==> src/rtl/lcd_bus_pkg.sv <==
// lcd_bus_pkg: shared LCD bus field indices, command codes, DDRAM address map and event record
package lcd_bus_pkg;
  localparam int BIT_RS = 8;
  localparam int BIT_RW = 9;
  localparam int BIT_EN = 10;
  localparam int BIT_ON = 11;
  localparam int BIT_BLON = 12;
  localparam logic [7:0] CMD_CLEAR = 8'h01;
  localparam logic [6:0] CMD_HOME = 7'h01;
  localparam logic [5:0] CMD_ENTRY = 6'h01;
  localparam int CMD_SET_DDRAM = 7;
  localparam logic [6:0] ADDR_HOME = 7'h00;
  localparam logic [6:0] LINE0_END = 7'h27;
  localparam logic [6:0] LINE1_START = 7'h40;
  localparam logic [6:0] LINE1_END = 7'h67;
  typedef struct packed {
    logic rs;
    logic [6:0] addr;
    logic [7:0] data;
  } lcd_evt_t;
  function automatic logic [6:0] step_addr(input logic [6:0] a, input logic inc);
    return inc ? (a == LINE0_END ? LINE1_START : a == LINE1_END ? ADDR_HOME : a + 7'd1)
               : (a == LINE1_START ? LINE0_END : a == ADDR_HOME ? LINE1_END : a - 7'd1);
  endfunction
endpackage

==> src/rtl/lcd_evt_fifo.sv <==
// lcd_evt_fifo: first-word-fall-through event queue that drops pushes when full
module lcd_evt_fifo #(
  parameter int W = 16,
  parameter int DEPTH = 4
) (
  input logic clk,
  input logic rst,
  input logic push,
  input logic pop,
  input logic [W-1:0] din,
  output logic valid,
  output logic [W-1:0] dout,
  output logic drop
);
  localparam int AW = $clog2(DEPTH);
  logic [W-1:0] mem [DEPTH];
  logic [AW:0] wr_ptr, rd_ptr;
  logic full, do_push, do_pop;
  assign valid = wr_ptr != rd_ptr;
  assign full = wr_ptr == {~rd_ptr[AW], rd_ptr[AW-1:0]};
  assign do_pop = pop & valid;
  assign do_push = push & (~full | do_pop);
  assign drop = push & ~do_push;
  assign dout = valid ? mem[rd_ptr[AW-1:0]] : '0;
  always_ff @(posedge clk or posedge rst)
    if (rst) begin
      wr_ptr <= '0;
      rd_ptr <= '0;
    end else begin
      wr_ptr <= do_push ? wr_ptr + 1'b1 : wr_ptr;
      rd_ptr <= do_pop ? rd_ptr + 1'b1 : rd_ptr;
    end
  always_ff @(posedge clk)
    if (do_push) mem[wr_ptr[AW-1:0]] <= din;
endmodule

==> src/rtl/lcd_bus_decoder.sv <==
// lcd_bus_decoder: decodes LCD PIO write strobes into queued events with DDRAM address tracking and sticky protocol errors
module lcd_bus_decoder
  import lcd_bus_pkg::*;
#(
  parameter int MIN_EN_HIGH = 12,
  parameter int BUSY_SHORT = 2000,
  parameter int BUSY_LONG = 76000,
  parameter int FIFO_DEPTH = 4
) (
  input logic clk_clk,
  input logic reset_reset,
  input logic [12:0] lcd_bus,
  output logic evt_valid,
  input logic evt_ready,
  output logic [15:0] evt_data,
  output logic [6:0] ddram_addr,
  output logic lcd_on,
  output logic lcd_blon,
  output logic err_overflow,
  output logic err_glitch,
  output logic err_busy,
  input logic err_clear
);
  localparam int CW = $clog2(MIN_EN_HIGH + 1);
  localparam int BW = $clog2(BUSY_LONG + 1);
  logic [12:0] s1;
  logic [10:0] s2;
  logic [CW-1:0] en_cnt;
  logic [BW-1:0] busy_cnt;
  logic id, fall, strobe_ok, wr, rs, is_clear, is_home, is_entry, long_cmd, push_q, drop;
  logic [7:0] d;
  logic [6:0] addr_nxt;
  lcd_evt_t evt_q;
  assign rs = s2[BIT_RS];
  assign d = s2[7:0];
  assign fall = s2[BIT_EN] & ~s1[BIT_EN];
  assign strobe_ok = en_cnt == CW'(MIN_EN_HIGH);
  assign wr = fall & strobe_ok & ~s2[BIT_RW];
  assign is_clear = ~rs & (d == CMD_CLEAR);
  assign is_home = ~rs & (d[7:1] == CMD_HOME);
  assign is_entry = ~rs & (d[7:2] == CMD_ENTRY);
  assign long_cmd = is_clear | is_home;
  assign addr_nxt = rs ? step_addr(ddram_addr, id) : d[CMD_SET_DDRAM] ? d[6:0] : long_cmd ? ADDR_HOME : ddram_addr;
  assign lcd_on = s1[BIT_ON];
  assign lcd_blon = s1[BIT_BLON];
  always_ff @(posedge clk_clk or posedge reset_reset)
    if (reset_reset) begin
      s1 <= '0;
      s2 <= '0;
      en_cnt <= '0;
      busy_cnt <= '0;
      ddram_addr <= ADDR_HOME;
      id <= 1'b1;
      push_q <= 1'b0;
      evt_q <= '0;
      err_overflow <= 1'b0;
      err_glitch <= 1'b0;
      err_busy <= 1'b0;
    end else begin
      s1 <= lcd_bus;
      s2 <= s1[10:0];
      en_cnt <= !s1[BIT_EN] ? '0 : strobe_ok ? en_cnt : en_cnt + 1'b1;
      busy_cnt <= wr ? (long_cmd ? BW'(BUSY_LONG) : BW'(BUSY_SHORT)) : busy_cnt != '0 ? busy_cnt - 1'b1 : busy_cnt;
      ddram_addr <= wr ? addr_nxt : ddram_addr;
      id <= wr & is_clear ? 1'b1 : wr & is_entry ? d[1] : id;
      push_q <= wr;
      evt_q <= '{rs: rs, addr: ddram_addr, data: d};
      err_overflow <= drop | (err_overflow & ~err_clear);
      err_glitch <= (fall & ~strobe_ok) | (err_glitch & ~err_clear);
      err_busy <= (wr & (busy_cnt != '0)) | (err_busy & ~err_clear);
    end
  lcd_evt_fifo #(.W($bits(lcd_evt_t)), .DEPTH(FIFO_DEPTH)) u_fifo (
    .clk(clk_clk),
    .rst(reset_reset),
    .push(push_q),
    .pop(evt_ready),
    .din(evt_q),
    .valid(evt_valid),
    .dout(evt_data),
    .drop(drop)
  );
endmodule

==> config.mk <==
export PLATFORM = sky130hd
export DESIGN_NAME = lcd_bus_decoder
export DESIGN_NICKNAME = d
export VERILOG_FILES = /design/src/rtl/lcd_bus_pkg.sv /design/src/rtl/lcd_evt_fifo.sv /design/src/rtl/lcd_bus_decoder.sv
export SDC_FILE = /design/constraint.sdc
export NUM_CORES = 1
export LEC_CHECK = 0
export CAP_MARGIN = 40
export CORE_AREA = 5 5 114 116
export CTS_CLUSTER_SIZE = 24
export DETAILED_ROUTE_END_ITERATION = 10
export DIE_AREA = 0 0 119 121
export MAX_ROUTING_LAYER = met4
export PLACE_DENSITY_LB_ADDON = 0.15
export SYNTH_ARGS = -nofsm -noshare
export SYNTH_HDL_FRONTEND = slang
export SYNTH_SLANG_ARGS = --single-unit
==> constraint.sdc <==
create_clock -name clk_clk -period 2.8 [get_ports clk_clk]
set_clock_uncertainty 0.15 [all_clocks]
set_input_delay 0.28 -clock clk_clk [delete_from_list [all_inputs] [get_ports clk_clk]]
set_output_delay 0.28 -clock clk_clk [all_outputs]
set_load 0.01 [all_outputs]
==> key figures, run 1 <==
Clock tree
  • Clock latency at the later pin of the worst-skew pair: 0.41 ns
  • Clk pin slew, worst setup/hold paths: 0.06 ns
  • CTS tree: done
  • Clock sinks: 143
  • Num CTS Buffers: 17
  • CTS HTree Levels: 4
  • Clk root buf: clkbuf_16
  • Clock Path Buffers: 2
  • # hold bufs at CTS: 0

Pwr
  • Static Leak: 2.70 nW
  • Peak VDD IR: 522 uV
  • Pwr per Cell Area: 889 nW/um2

Run status
  • Status: completed

GRT
  • Largest net degree at the start of global routing: 48
  • Global-route usage over all layers: 16.0%
  • Initial antenna violation count: 0
  • GRT overflow: 0
  • Vias in the first global route: 3488
  • First-pass GRT wire length: 17200 um

Setup path
  • Critical path type: reg -> out
  • Buf+Inv Stages, Crit Path: 3
  • Crit end category: output port
  • CP peak stage delay: 0.56 ns
  • Critical-path top delay cell: clkdlybuf4s50_1
  • CP startpoint kind: flop
  • Crit-path cells: buf_12 > xor2_1 > nor3b_2 > buf_4 > nor2b_1 > clkdlybuf4s50_1
  • Crit path DAT: 2.22 ns
  • Worst Path Max Fanout: 19
  • Critical path required time: 2.37 ns
  • Flop2flop setup slack: 0.28 ns
  • Delay-heaviest family, CP: buffers and inverters

Drt
  • Vias per cell: 5.47
  • Vias: 3410
  • DR iter-0 viols: 203
  • 1st-pass router iterations: 4
  • Drt wl/cell: 16.7 um
  • Post-route ant nets: 0
  • Detailed Route WL: 10400 um
  • DR DRC count: 0

STA
  • Max-slew violations: 0
  • RSZ-0062 raised after global routing: no
  • Fin crit share: 94.8%
  • Slew headroom: 63.2%
  • Slew @ Worst Pin: 0.551 ns
  • Endpoints failing setup: 0
  • Min Tclk post-route: 2.65 ns
  • Final hold vios: 0
  • Setup_tns: 0 ns
  • Fmax: 377 MHz

Place
  • Cells after DPL: 591
  • Port-buffer cells: 45
  • DP Wirelength: 6780 um
  • Final Wtd Congestion: 0.842

Yosys
  • Post-synth EDFFs: 64
  • Ys async rst share: 55.2%
  • Top cells by area, synth: dfrtp_1 (34%), edfxtp_1 (33%), mux4_2 (6.2%)
  • Synth Cell Area: 5770 um2
  • Synth Flop Type: dfrtp_1
  • Post-Syn Area per Cell: 14.3 um2
  • Register area share after synthesis: 67.6%
  • Gate Count Post-Synth: 404
  • Synthesized net count: 431
  • Top cell type's share of synthesized area: 33.8%
  • Yosys synthesis warning count: 0
  • Area leader, netlist: dfrtp_1
  • Synth cell types: 50
  • #FFs+latches synth: 143

Finish
  • Fill cell total of the finished layout: 937
  • Share of cells above drive strength 1: 14.9%
  • Area delta synth->final: 21.9%
  • Antenna Cells: 0
  • Net count, final: 490
  • Post-Layout Cell Count: 623

Die
  • CORE AREA: 11800 um2
  • Die height: 121 um
  • Die area: 14400 um2
  • Ports: 46
  • Starting Density: 48.8%
  • Die span in x: 119 um
  • Row cnt: 40

Hold path
  • Min-Delay Path Class: in -> async

Flow run
  • Number of max-cap violations: 0
layout by cell type (no fill, tap or decap), types with 8 or more instances in the layout:
master	count
clkdlybuf4s50_1	45
xnor2_1	10
a21oi_1	15
nand2_1	19
inv_1	21
nor2_1	26
xor2_1	13
ha_1	10
buf_4	8
mux4_2	16
nor2b_1	20
dfrtp_1	77
edfxtp_1	64
clkbuf_16	17
o21ai_0	9
layer usage:
layer  global-route usage [%]  share of wire [%]  vias to the layer above
met5                        -                  0                        -
met4                     5.87                1.5                        0
met3                     5.08                4.6                       14
met2                     26.0                 49                       98
met1                     18.8                 45                     1705
li1                         -                  -                     1593
synthesized netlist by cell type, types with 2 or more instances:
| library cell | count |
|---|---|
| dfrtp_1 | 78 |
| edfxtp_1 | 64 |
| nor2_1 | 26 |
| inv_1 | 22 |
| nor2b_1 | 20 |
| nand2_1 | 19 |
| mux4_2 | 16 |
| a21oi_1 | 15 |
| xor2_1 | 13 |
| clkbuf_1 | 11 |
| ha_1 | 10 |
| xnor2_1 | 10 |
| o21ai_0 | 9 |
| nor3_1 | 6 |
| nor4_1 | 6 |
| or3_1 | 6 |
| a31oi_1 | 5 |
| or4_1 | 5 |
| buf_2 | 4 |
| nand2b_1 | 4 |
| nand3_1 | 4 |
| nor3b_1 | 4 |
| o21ai_1 | 4 |
| o22ai_1 | 4 |
| a211oi_1 | 3 |
| and3_1 | 3 |
| a21o_1 | 2 |
| a32oi_1 | 2 |
| and2_1 | 2 |
| mux2_2 | 2 |
| nand3b_1 | 2 |
| nand4_1 | 2 |
| nor4_2 | 2 |
| o311ai_0 | 2 |
| o31ai_1 | 2 |
sequential cells by signal, summed over array words and instances (netlist names), 3 cells and up:
signal / cells
busy_cnt: 17
u_fifo.rd_ptr: 3
evt_q: 16
en_cnt: 4
s1: 13
u_fifo.wr_ptr: 3
s2: 11
ddram_addr: 7
u_fifo.mem: 64
cell families (layout without fill, tap and decap cells):
logic type	count (synthesis)	after routing	synth area share (%)
mux	19	19	6.81
simple gates	118	118	11.6
buf+inv	37	109	2.49
xor+xnor	23	23	3.49
fa+ha+maj	10	10	2.17
compound gates	54	54	5.84
flops	143	143	67.6
stage by stage:
step | utilization [%] | worst slack [ns] | power (W) | hold slack [ns] | area, um2
final | 59.5 | 0.145 | 0.00625 | 0.0680 | 7030
after global routing | 59.5 | 0.00455 | 0.00658 | 0.105 | 7030
after CTS | 59.5 | 0.0757 | 0.00632 | 0.0799 | 7030
after detailed placement | 54.6 | 0.321 | 0.00415 | 0.185 | 6450
after global placement | 54.6 | 0.407 | 0.00414 | 0.182 | 6450
after floorplan | - | 0.348 | 0.00353 | 0.161 | 5770
path summary, 6_finish.rpt:
kind                                              start                to  depth (start not counted)
setup reg to reg                  en_cnt[0]$_DFFE_PP0P_    id$_DFFE_PP1P_                          7
hold / removal                              reset_reset  s1[11]$_DFF_PP0_                          2
min in group clk_clk                         lcd_bus[7]   s1[7]$_DFF_PP0_                          1
setup / recovery           u_fifo.rd_ptr[0]$_DFFE_PP0P_      evt_data[15]                          6
max in group asynchronous                   reset_reset    id$_DFFE_PP1P_                          3
hold reg to reg                         s1[7]$_DFF_PP0_   s2[7]$_DFF_PP0_                          0
cell type report:
type | count | area, um2 | share of cell area, %
multi-input combinational | 224 | 1730 | 24.6
tap | 147 | 184 | 2.62
timing repair buffer | 55 | 551 | 7.83
inverter | 22 | 83.8 | 1.19
sequential | 143 | 3900 | 55.5
clock inverter | 15 | 155 | 2.21
clock buffer | 17 | 425 | 6.05
power by group:
part	switching, W	total [W]	leakage (nW)	internal, W
clock network	0.000908	0.00216	0.279	0.00125
logic	0.000629	0.00148	0.889	0.000853
registers	0.000234	0.00261	1.54	0.00238
timing repair:
action,CTS,global route
buffers inserted,0,0
gates resized for setup,0,1
setup endpoints to repair,0,1
hold endpoints to repair,0,0
Note: power is estimated with default switching activity, not from simulation.
==> run 2, diff against run 1 <==
--- a/config.mk
+++ b/config.mk
@@ -11,7 +11,7 @@
 export DETAILED_ROUTE_END_ITERATION = 10
 export DIE_AREA = 0 0 119 121
 export MAX_ROUTING_LAYER = met4
-export PLACE_DENSITY_LB_ADDON = 0.15
+export PLACE_DENSITY = 0.77
 export SYNTH_ARGS = -nofsm -noshare
 export SYNTH_HDL_FRONTEND = slang
 export SYNTH_SLANG_ARGS = --single-unit
==> key figures, run 2 (synthesis results as in run 1) <==
Clock tree
  • Clk pin slew, worst setup/hold paths: 0.06 ns (about the same)
  • CTS tree: done
  • Num CTS Buffers: 17 (unchanged)
  • Clock sinks: 143 (unchanged)
  • # hold bufs at CTS: 0 (unchanged)
  • Clock Path Buffers: 2 (unchanged)
  • Clk root buf: clkbuf_16
  • CTS HTree Levels: 4 (unchanged)
  • Clock latency at the later pin of the worst-skew pair: 0.41 ns (about the same)

Drt
  • 1st-pass router iterations: 4 (unchanged)
  • Post-route ant nets: 0 (unchanged)
  • Detailed Route WL: 10700 um (+2.5%)
  • Drt wl/cell: 17.0 um (+2.0%)
  • Vias: 3366 (-1.3%)
  • Vias per cell: 5.38 (-1.8%)
  • Highest metal used: met4
  • DR DRC count: 0 (unchanged)
  • Wire length on met2: 5580 um (+9.1%)
  • DR iter-0 viols: 232 (+14%)
  • Routed wl met3: 359 um (-25%)
  • Met1 WL: 4590 um (-1.2%)

Place
  • Area after DPL: 6460 um2 (+0.16%)
  • Final Wtd Congestion: 0.890 (+5.8%)
  • Placement Setup Slack: 0.223 ns (-0.0988 ns)
  • DP Wirelength: 7090 um (+4.6%)
  • Port-buffer cells: 45 (unchanged)

GRT
  • Initial antenna violation count: 0 (unchanged)
  • GRT overflow: 0 (unchanged)
  • Vias in the first global route: 3604 (+3.3%)
  • Largest net degree at the start of global routing: 36 (-25%)
  • First-pass GRT wire length: 18300 um (+6.3%)
  • Global-route usage over all layers: 16.8% (+0.83 points)

STA
  • Slew @ Worst Pin: 0.647 ns (+0.0965 ns)
  • Slew headroom: 56.8% (-6.4 points)
  • Fmax: 375 MHz (-0.42%)
  • Final WS setup: 0.134 ns (-0.0111 ns)
  • Fin crit share: 95.2% (+0.40 points)
  • RSZ-0062 raised after global routing: no
  • Min Tclk post-route: 2.67 ns (+0.0111 ns)
  • Max-slew violations: 0 (unchanged)
  • Endpoints failing setup: 0 (unchanged)
  • Final hold vios: 0 (unchanged)
  • Setup_tns: 0 ns (unchanged)

Finish
  • Area delta synth->final: 22.3%
  • Final core occ: 59.7% (+0.23 points)
  • Commonest non-fill, non-tap cell in the layout: dfrtp_1
  • Fill cell total of the finished layout: 903 (-3.6%)
  • Net count, final: 493 (+0.61%)
  • Share of cells above drive strength 1: 14.6% (-0.30 points)
  • Antenna Cells: 0 (unchanged)
  • Leading cell types in the layout, fill and taps excluded: dfrtp_1 (78), edfxtp_1 (64), clkdlybuf4s50_1 (45), nor2_1 (26), inv_1 (21)
  • Post-route cell area: 7060 um2 (+0.39%)
  • Max reg flops: 64 (unchanged)

Setup path
  • Critical Path End: evt_data[4]
  • Flop2flop setup slack: 0.21 ns (-0.07 ns)
  • Crit end category: output port
  • Critical path type: reg -> out
  • Worst Path Max Fanout: 18 (-1)
  • Crit path DAT: 2.24 ns (+0.02 ns)
  • CP startpoint kind: flop
  • Reg2Reg Capture Point: id$_DFFE_PP1P_
  • Critical path origin: u_fifo.rd_ptr[0]$_DFFE_PP0P_
  • Critical path required time: 2.37 ns (about the same)
  • R2r startpoint: en_cnt[0]$_DFFE_PP0P_
  • FF-to-FF path depth: 7 (unchanged)

Die
  • Starting Density: 48.8% (unchanged)
  • Die height: 121 um (unchanged)
  • Row cnt: 40 (unchanged)
  • Ports: 46 (unchanged)
  • CORE AREA: 11800 um2 (unchanged)
  • Die area: 14400 um2 (unchanged)
  • Die span in x: 119 um (unchanged)

Pwr
  • Static Leak: 2.72 nW (+0.73%)
  • Peak VDD IR: 452 uV (-13%)
  • Pwr per Cell Area: 897 nW/um2 (+0.83%)

Flow run
  • Number of max-cap violations: 0 (unchanged)

Run status
  • Status: completed

Hold path
  • Min-Delay Path Class: in -> async
run 2: worst min path at each step:
stage	startpoint	endpoint	depth (start not counted)	slack, ns
after floorplan	lcd_bus[0]	s1[0]$_DFF_PP0_	0	0.16
after global placement	s1[5]$_DFF_PP0_	s2[5]$_DFF_PP0_	0	0.18
after detailed placement	s1[5]$_DFF_PP0_	s2[5]$_DFF_PP0_	0	0.18
after CTS	reset_reset	s1[12]$_DFF_PP0_	2	0.14
after global routing	lcd_bus[1]	s1[1]$_DFF_PP0_	1	0.14
final	reset_reset	s1[12]$_DFF_PP0_	2	0.11
run 2: area by class of cell:
class / instances / area, um2 / area share, %
Multi-Input combinational cell: 224 / 1730 / 24.5
Clock inverter: 13 / 163 / 2.30
Tap cell: 147 / 184 / 2.61
Inverter: 22 / 83.8 / 1.19
Clock buffer: 19 / 433 / 6.13
Sequential cell: 143 / 3900 / 55.3
Timing Repair Buffer: 58 / 564 / 8.00
run 2: routing by layer:
layer / vias to the layer above / global-route usage, %
met4: 0 / 6.66
met2: 79 / 27.5
li1: 1595 / -
met3: 9 / 4.10
met5: - / -
met1: 1683 / 20.3
run 2: stage by stage:
stage | hold slack, ns | std cells | power [W]
finish | 0.109 | 626 | 0.00633
global route | 0.135 | 626 | 0.00667
CTS | 0.135 | 626 | 0.00639
detailed placement | 0.185 | 594 | 0.00413
global placement | 0.183 | 593 | 0.00407
floorplan | 0.161 | 404 | 0.00353
run 2: critical path: stages (launching register included):
cell             delay (ns)
dfrtp_1                0.37
buf_6                  0.26
mux4_2                 0.57
nor2b_1                0.15
clkdlybuf4s50_1        0.47
run 2: what timing repair did:
action,CTS,global route
setup buffers,0,0
endpoints found under the setup margin,0,16
hold endpoints to repair,0,0
resized for setup,0,1
run 2: where the power goes:
part,switching [W],total [W],internal [W]
combinational,0.000654,0.00150,0.000842
clock,0.000841,0.00225,0.00140
sequential,0.000211,0.00259,0.00238
